<file path="config.mk">
export PLATFORM = sky130hd
export DESIGN_NAME = diamond_pattern_gen
export DESIGN_NICKNAME = d
export VERILOG_FILES = /design/src/rtl/diamond_pkg.sv /design/src/rtl/diamond_row_ctr.sv /design/src/rtl/diamond_pattern_gen.sv
export SDC_FILE = /design/constraint.sdc
export NUM_CORES = 1
export LEC_CHECK = 0
export CAP_MARGIN = 20
export CORE_ASPECT_RATIO = 0.8
export CORE_MARGIN = 2
export CORE_UTILIZATION = 59
export CTS_BUF_LIST = sky130_fd_sc_hd__clkbuf_8
export CTS_CLUSTER_SIZE = 25
export DETAILED_ROUTE_END_ITERATION = 8
export GPL_ROUTABILITY_DRIVEN = 0
export PLACE_DENSITY = 0.85
export SKIP_CTS_REPAIR_TIMING = 1
export SLEW_MARGIN = 20
export SYNTH_ARGS = -nofsm -noshare
export SYNTH_HDL_FRONTEND = slang
export SYNTH_SLANG_ARGS = --single-unit
</file>
<file path="constraint.sdc">
create_clock -name clk -period 6.1 [get_ports clk]
set_clock_uncertainty 0.2 [all_clocks]
set_input_delay 1.83 -clock clk [delete_from_list [all_inputs] [get_ports clk]]
set_output_delay 1.83 -clock clk [all_outputs]
set_load 0.01 [all_outputs]
</file>
<file path="src/rtl/diamond_pkg.sv">
// Shared token-type and FSM state definitions for the number-diamond generator.
// Build option DIAMOND_LOWER_HALF_EN selects full diamond vs pyramid in the importers.
package diamond_pkg;

  typedef enum logic [1:0] {
    TOK_PAD = 2'd0,
    TOK_NUM = 2'd1,
    TOK_EOL = 2'd2
  } tok_type_t;

  typedef enum logic [2:0] {
    ST_IDLE,
    ST_PAD,
    ST_NUM,
    ST_EOL,
    ST_FIN
  } state_t;

endpackage

</file>
<file path="src/rtl/diamond_row_ctr.sv">
// Row index / direction / in-row column counter for the diamond generator.
// DIAMOND_LOWER_HALF_EN adds the descending half; otherwise rows only count up.
module diamond_row_ctr
  import diamond_pkg::*;
#(
  parameter int unsigned DW = 4
) (
  input  logic          clk,
  input  logic          rst_n,
  input  logic          load,
  input  logic          col_inc,
  input  logic          col_clr,
  input  logic          row_adv,
  input  logic [DW-1:0] n,
  output logic [DW-1:0] row,
  output logic [DW-1:0] row_next,
  output logic          pad_last,
  output logic          num_last,
  output logic          pat_last,
  output logic          next_pad
);

  localparam logic [DW-1:0] ONE = DW'(1);

  logic [DW-1:0] col;

`ifdef DIAMOND_LOWER_HALF_EN
  logic down;
  logic turn;

  // Once the peak row n is reached, every following row steps down.
  assign turn     = down || (row == n);
  assign row_next = turn ? row - ONE : row + ONE;
  assign pat_last = (row == ONE) && turn;

  always_ff @(posedge clk or negedge rst_n) begin
    if (!rst_n)       down <= 1'b0;
    else if (load)    down <= 1'b0;
    else if (row_adv) down <= turn;
  end
`else
  assign row_next = row + ONE;
  assign pat_last = (row == n);
`endif

  assign next_pad = (row_next != n);
  assign pad_last = (col == n - row - ONE);
  assign num_last = (col == row - ONE);

  always_ff @(posedge clk or negedge rst_n) begin
    if (!rst_n) begin
      row <= '0;
      col <= '0;
    end else if (load) begin
      row <= ONE;
      col <= '0;
    end else if (row_adv) begin
      row <= row_next;
      col <= '0;
    end else if (col_clr) begin
      col <= '0;
    end else if (col_inc) begin
      col <= col + ONE;
    end
  end

endmodule

</file>
<file path="src/rtl/diamond_pattern_gen.sv">
// Number-diamond token stream generator: PAD/NUM/EOL tokens over valid/ready.
// Define DIAMOND_LOWER_HALF_EN for the full diamond; default build emits the pyramid only.
module diamond_pattern_gen
  import diamond_pkg::*;
#(
  parameter int unsigned MAX_N = 15,
  parameter int unsigned DW    = $clog2(MAX_N + 1)
) (
  input  logic          clk,
  input  logic          rst_n,
  input  logic          start_i,
  input  logic [DW-1:0] n_i,
  output logic          busy_o,
  output logic          done_o,
  output logic          tok_valid_o,
  input  logic          tok_ready_i,
  output logic [1:0]    tok_type_o,
  output logic [DW-1:0] tok_val_o,
  output logic [DW-1:0] row_o
);

  localparam logic [DW-1:0] N_MAX = DW'(MAX_N);
  localparam logic [DW-1:0] ONE   = DW'(1);

  state_t        state;
  logic [DW-1:0] n_r;
  logic [DW-1:0] n_sat;
  logic          hs;
  logic          load;
  logic          col_inc;
  logic          col_clr;
  logic          row_adv;
  logic [DW-1:0] row;
  logic [DW-1:0] row_next;
  logic          pad_last;
  logic          num_last;
  logic          pat_last;
  logic          next_pad;

  assign n_sat   = (n_i > N_MAX) ? N_MAX : n_i;
  assign hs      = tok_valid_o && tok_ready_i;
  assign load    = (state == ST_IDLE) && start_i;
  assign col_inc = hs && (((state == ST_PAD) && !pad_last) || ((state == ST_NUM) && !num_last));
  assign col_clr = hs && (((state == ST_PAD) && pad_last) || ((state == ST_NUM) && num_last));
  assign row_adv = hs && (state == ST_EOL) && !pat_last;
  assign row_o   = row;

  diamond_row_ctr #(.DW(DW)) u_row_ctr (
    .clk      (clk),
    .rst_n    (rst_n),
    .load     (load),
    .col_inc  (col_inc),
    .col_clr  (col_clr),
    .row_adv  (row_adv),
    .n        (n_r),
    .row      (row),
    .row_next (row_next),
    .pad_last (pad_last),
    .num_last (num_last),
    .pat_last (pat_last),
    .next_pad (next_pad)
  );

  // The output register always holds the token currently offered; each handshake loads the next one.
  always_ff @(posedge clk or negedge rst_n) begin
    if (!rst_n) begin
      state       <= ST_IDLE;
      n_r         <= '0;
      busy_o      <= 1'b0;
      done_o      <= 1'b0;
      tok_valid_o <= 1'b0;
      tok_type_o  <= TOK_PAD;
      tok_val_o   <= '0;
    end else begin
      done_o <= 1'b0;
      case (state)
        ST_IDLE: begin
          if (start_i) begin
            n_r <= n_sat;
            if (n_sat == '0) begin
              state  <= ST_FIN;
              done_o <= 1'b1;
            end else begin
              busy_o      <= 1'b1;
              tok_valid_o <= 1'b1;
              if (n_sat == ONE) begin
                state      <= ST_NUM;
                tok_type_o <= TOK_NUM;
                tok_val_o  <= ONE;
              end else begin
                state      <= ST_PAD;
                tok_type_o <= TOK_PAD;
                tok_val_o  <= '0;
              end
            end
          end
        end
        ST_PAD: begin
          if (hs && pad_last) begin
            state      <= ST_NUM;
            tok_type_o <= TOK_NUM;
            tok_val_o  <= row;
          end
        end
        ST_NUM: begin
          if (hs && num_last) begin
            state      <= ST_EOL;
            tok_type_o <= TOK_EOL;
            tok_val_o  <= '0;
          end
        end
        ST_EOL: begin
          if (hs) begin
            if (pat_last) begin
              state       <= ST_FIN;
              busy_o      <= 1'b0;
              done_o      <= 1'b1;
              tok_valid_o <= 1'b0;
              tok_type_o  <= TOK_PAD;
              tok_val_o   <= '0;
            end else if (next_pad) begin
              state      <= ST_PAD;
              tok_type_o <= TOK_PAD;
              tok_val_o  <= '0;
            end else begin
              state      <= ST_NUM;
              tok_type_o <= TOK_NUM;
              tok_val_o  <= row_next;
            end
          end
        end
        ST_FIN: begin
          state <= ST_IDLE;
        end
        default: begin
          state <= ST_IDLE;
        end
      endcase
    end
  end

endmodule

</file>
==> flow_summary.rst <==
.. list-table::
   :header-rows: 1

   * - Metric
     - Value
   * - Sequential area share after synthesis
     - 36.42%
   * - Die height
     - 50.29 um
   * - Global route overflow
     - 0
   * - Count of flip-flops with a built-in enable after synthesis
     - 0
   * - Maximum number of pins on one net before global-route repair
     - 24
   * - YS warnings
     - 0
   * - Final number of max-transition violations
     - 0
   * - # Max-Cap Violations
     - 0
   * - Cts bufs inserted
     - 3
   * - Clk pwr share
     - 36.7%
   * - Mapped Area
     - 1580 um2
   * - Power density over the cells
     - 139.4 nW/um2
   * - Worst setup path class
     - input port to flip-flop
   * - Root buffer selected by CTS
     - clkbuf_8
   * - Largest area contributor in the netlist
     - dfrtp_1
   * - Worst stage delay on the critical path
     - 0.47 ns
   * - Most common cell in the synthesized netlist
     - dfrtp_1
   * - Fin crit period
     - 3.479 ns
   * - FFs w/ async S/R, synth
     - 100.0%
   * - Top area cells in the synthesized netlist
     - dfrtp_1 36%, ha_1 4.8%, xnor2_1 3.9%
   * - Critical Path End Type
     - flip-flop
   * - Number of inserted filler cells in the final layout
     - 203
   * - Combinational fraction of design power
     - 3.5%
   * - Leak
     - 0.8368 nW
   * - Total length of routed wires
     - 3.642 mm
   * - Post-synth net total
     - 187
   * - Outcome
     - finished, final reports clean
   * - Depth of the CTS H-tree
     - 1
   * - Wire length per cell
     - 16.26 um
   * - Number of global-route vias before repair
     - 1297
   * - Summed negative setup slack over all endpoints
     - 0 ns
   * - Area of the die
     - 3111 um2
   * - Antenna Nets Post-Route
     - 0
   * - Main flop type after synthesis
     - dfrtp_1
   * - Crit-path cells
     - clkdlybuf4s50_1 -> nand2_1 -> nor2_1 -> a31oi_1 -> nor2_1 -> nand2_4 -> mux2_1
   * - Buffer levels on the longest clock path
     - 2
   * - Initial antenna violation count
     - 0
   * - Worst IR drop on VDD
     - 0.1194 mV
   * - Worst slew margin relative to its limit
     - 56.15%
   * - Power spent charging and discharging nets
     - 0.05348 mW
   * - Most used cell, CP
     - nor2_1
   * - Detail-routed via count per cell
     - 6.317
   * - Final net count
     - 204
   * - First-pass GRT wire length
     - 6.072 mm
   * - Clock latency on the worst-skew pair
     - 0.27 ns
   * - Count of unique library cells instantiated by Yosys
     - 45
   * - Overall die width
     - 61.86 um
   * - Final count of hold timing violations
     - 0
   * - Post-synthesis average cell area
     - 9.188 um2
   * - Final period utilization
     - 57.03%
   * - Maximum clock frequency
     - 287.4 MHz
   * - Quantity of I/O buffers inserted on ports
     - 20
   * - Design Power
     - 0.2548 mW
   * - CP max-delay cell
     - clkdlybuf4s50_1
   * - Unrepaired setup endpoints after global routing
     - no
   * - DR pass1 iterations
     - 5
   * - Kind of start point of the critical path
     - input port
   * - Sequential share of power
     - 59.8%
   * - Synthesis-to-finish area growth
     - 15.68%
   * - Number of synthesized register bits
     - 23
   * - Starting density of the core
     - 63.15%
   * - Arrival time at the worst endpoint
     - 3.43 ns
   * - Post-synthesis cell count
     - 172
   * - Required arrival time at the worst endpoint
     - 6.05 ns
   * - Combined buffer and inverter count along the critical path
     - 1
   * - Top-Level Pins
     - 21
   * - Worst-path maximum fanout
     - 12
   * - Floorplan row count
     - 16
   * - GRT Total Usage
     - 26.17%
   * - Internal power
     - 0.2013 mW
   * - Kind of path behind the tightest hold check
     - flip-flop to flip-flop
   * - Diodes inserted
     - 0
   * - Clk pin slew, worst setup/hold paths
     - 0.08 ns
   * - Placed wire-length estimate
     - 2.667 mm
   * - DRC violation count after routing
     - 0
   * - Switching Share
     - 20.99%
   * - Slew of the pin with the lowest slew margin
     - 0.6553 ns
   * - Via count
     - 1415
   * - TritonCTS clock tree
     - built
   * - DR iter-0 viols
     - 138
   * - Layout cell share with drive strength beyond 1
     - 6.383%
   * - CP top delay family
     - simple AND/OR/NAND/NOR gates
   * - Core area
     - 2502 um2
   * - Total clock sinks
     - 23
   * - Top-area cell type share of the netlist area
     - 36.42%
   * - Number of failing setup endpoints in the final timing report
     - 0
   * - Most instantiated cells after synthesis
     - 23 x dfrtp_1, 16 x nand2_1, 14 x nor2_1
==> power by group through the flow <==
stage               sequential (mW)  clock, mW  combinational (mW)
finish                        0.152     0.0936             0.00890
global placement              0.155          0             0.00910
floorplan                     0.155          0            0.000821
detailed placement            0.155          0             0.00938
global route                  0.152      0.104             0.00985
CTS                           0.152     0.0951             0.00939
==> worst reg2reg max path, stage by stage (launching register included) <==
cell	delay [ns]
dfrtp_1	0.55
inv_1	0.16
ha_1	0.26
inv_1	0.08
fa_1	0.42
xor2_1	0.17
nand3_1	0.12
o31ai_1	0.29
a21boi_4	0.39
nand2_4	0.14
mux2_1	0.33
==> path summary, 6_finish.rpt <==
kind                       slack [ns]  cells after the start          endpoint              from
setup / recovery                 2.62                      7      tok_val_o[3]       tok_ready_i
hold / removal                   0.30                      1     tok_type_o[1]     tok_type_o[1]
setup reg to reg                 2.88                     10      tok_val_o[3]  u_row_ctr.row[0]
hold reg to reg                  0.30                      1     tok_type_o[1]     tok_type_o[1]
max in group asynchronous        4.02                      1          state[2]             rst_n
min in group asynchronous        1.33                      1  u_row_ctr.row[0]             rst_n
==> state kept, by name (all words and copies together), names as in the netlist <==
register / cells
state: 3
u_row_ctr.col: 4
tok_valid_o: 1
tok_type_o: 2
done_o: 1
u_row_ctr.row: 4
n_r: 4
tok_val_o: 4
==> stage by stage <==
step	area [um2]	cells	worst slack [ns]	utilization, %	hold WS [ns]
3_5_place_dp	1788	220	2.351	71.45	0.2750
3_3_place_gp	1788	220	2.406	71.45	0.2755
6_report	1828	224	2.621	73.05	0.2955
2_1_floorplan	1580	172	2.936	-	0.2836
4_1_cts	1833	224	2.637	73.25	0.2970
5_1_grt	1828	224	2.515	73.05	0.3248
==> area by class of cell <==
| cell class | count | area [um2] | share of cell area, % |
|---|---|---|---|
| clock buffers | 3 | 41.29 | 2.259 |
| clock inverters | 1 | 3.754 | 0.2053 |
| inverters | 8 | 30.03 | 1.643 |
| multi-input cells | 133 | 937.1 | 51.27 |
| flip-flops and latches | 23 | 575.6 | 31.49 |
| well taps | 36 | 45.04 | 2.464 |
| repair buffers | 20 | 195.2 | 10.68 |
==> cell families (layout without fill, tap and decap cells) <==
family	after synthesis	after routing	share of synthesized area, %
compound gates	43	43	18.37
xor+xnor	15	15	10.21
fa+ha+maj	7	7	6.017
buf+inv	16	32	4.275
flops	23	23	36.42
mux	7	7	5.067
simple gates	61	61	19.64
==> metal layers <==
metal / up-vias / track usage [%] / part of all wire [%]
met5: - / 0 / 0
met4: 0 / 7.092 / 0.77
met3: 5 / 5.412 / 7.2
met2: 79 / 42.46 / 49
met1: 680 / 35.08 / 43
li1: 651 / - / -
==> placed cells by master, fill, tap and decap left out, drive strengths merged, types with 2 or more instances in the layout <==
master	netlist	layout
o31ai	5	5
a21boi	2	2
clkbuf	4	3
or2	2	2
nand2	17	17
or4	2	2
dfrtp	23	23
clkdlybuf4s50	0	19
ha	6	6
nand3	4	4
nand2b	4	4
o2bb2ai	3	3
nand4	2	2
xor3	2	2
xor2	6	6
nor3b	2	2
o21ai	10	10
inv	8	9
a31oi	5	5
nor3	6	6
xnor2	7	7
nor2	14	14
a21oi	11	11
and2	2	2
mux2	5	5
or3	2	2
mux2i	2	2
No activity file was read; power rests on OpenSTA's default activity.
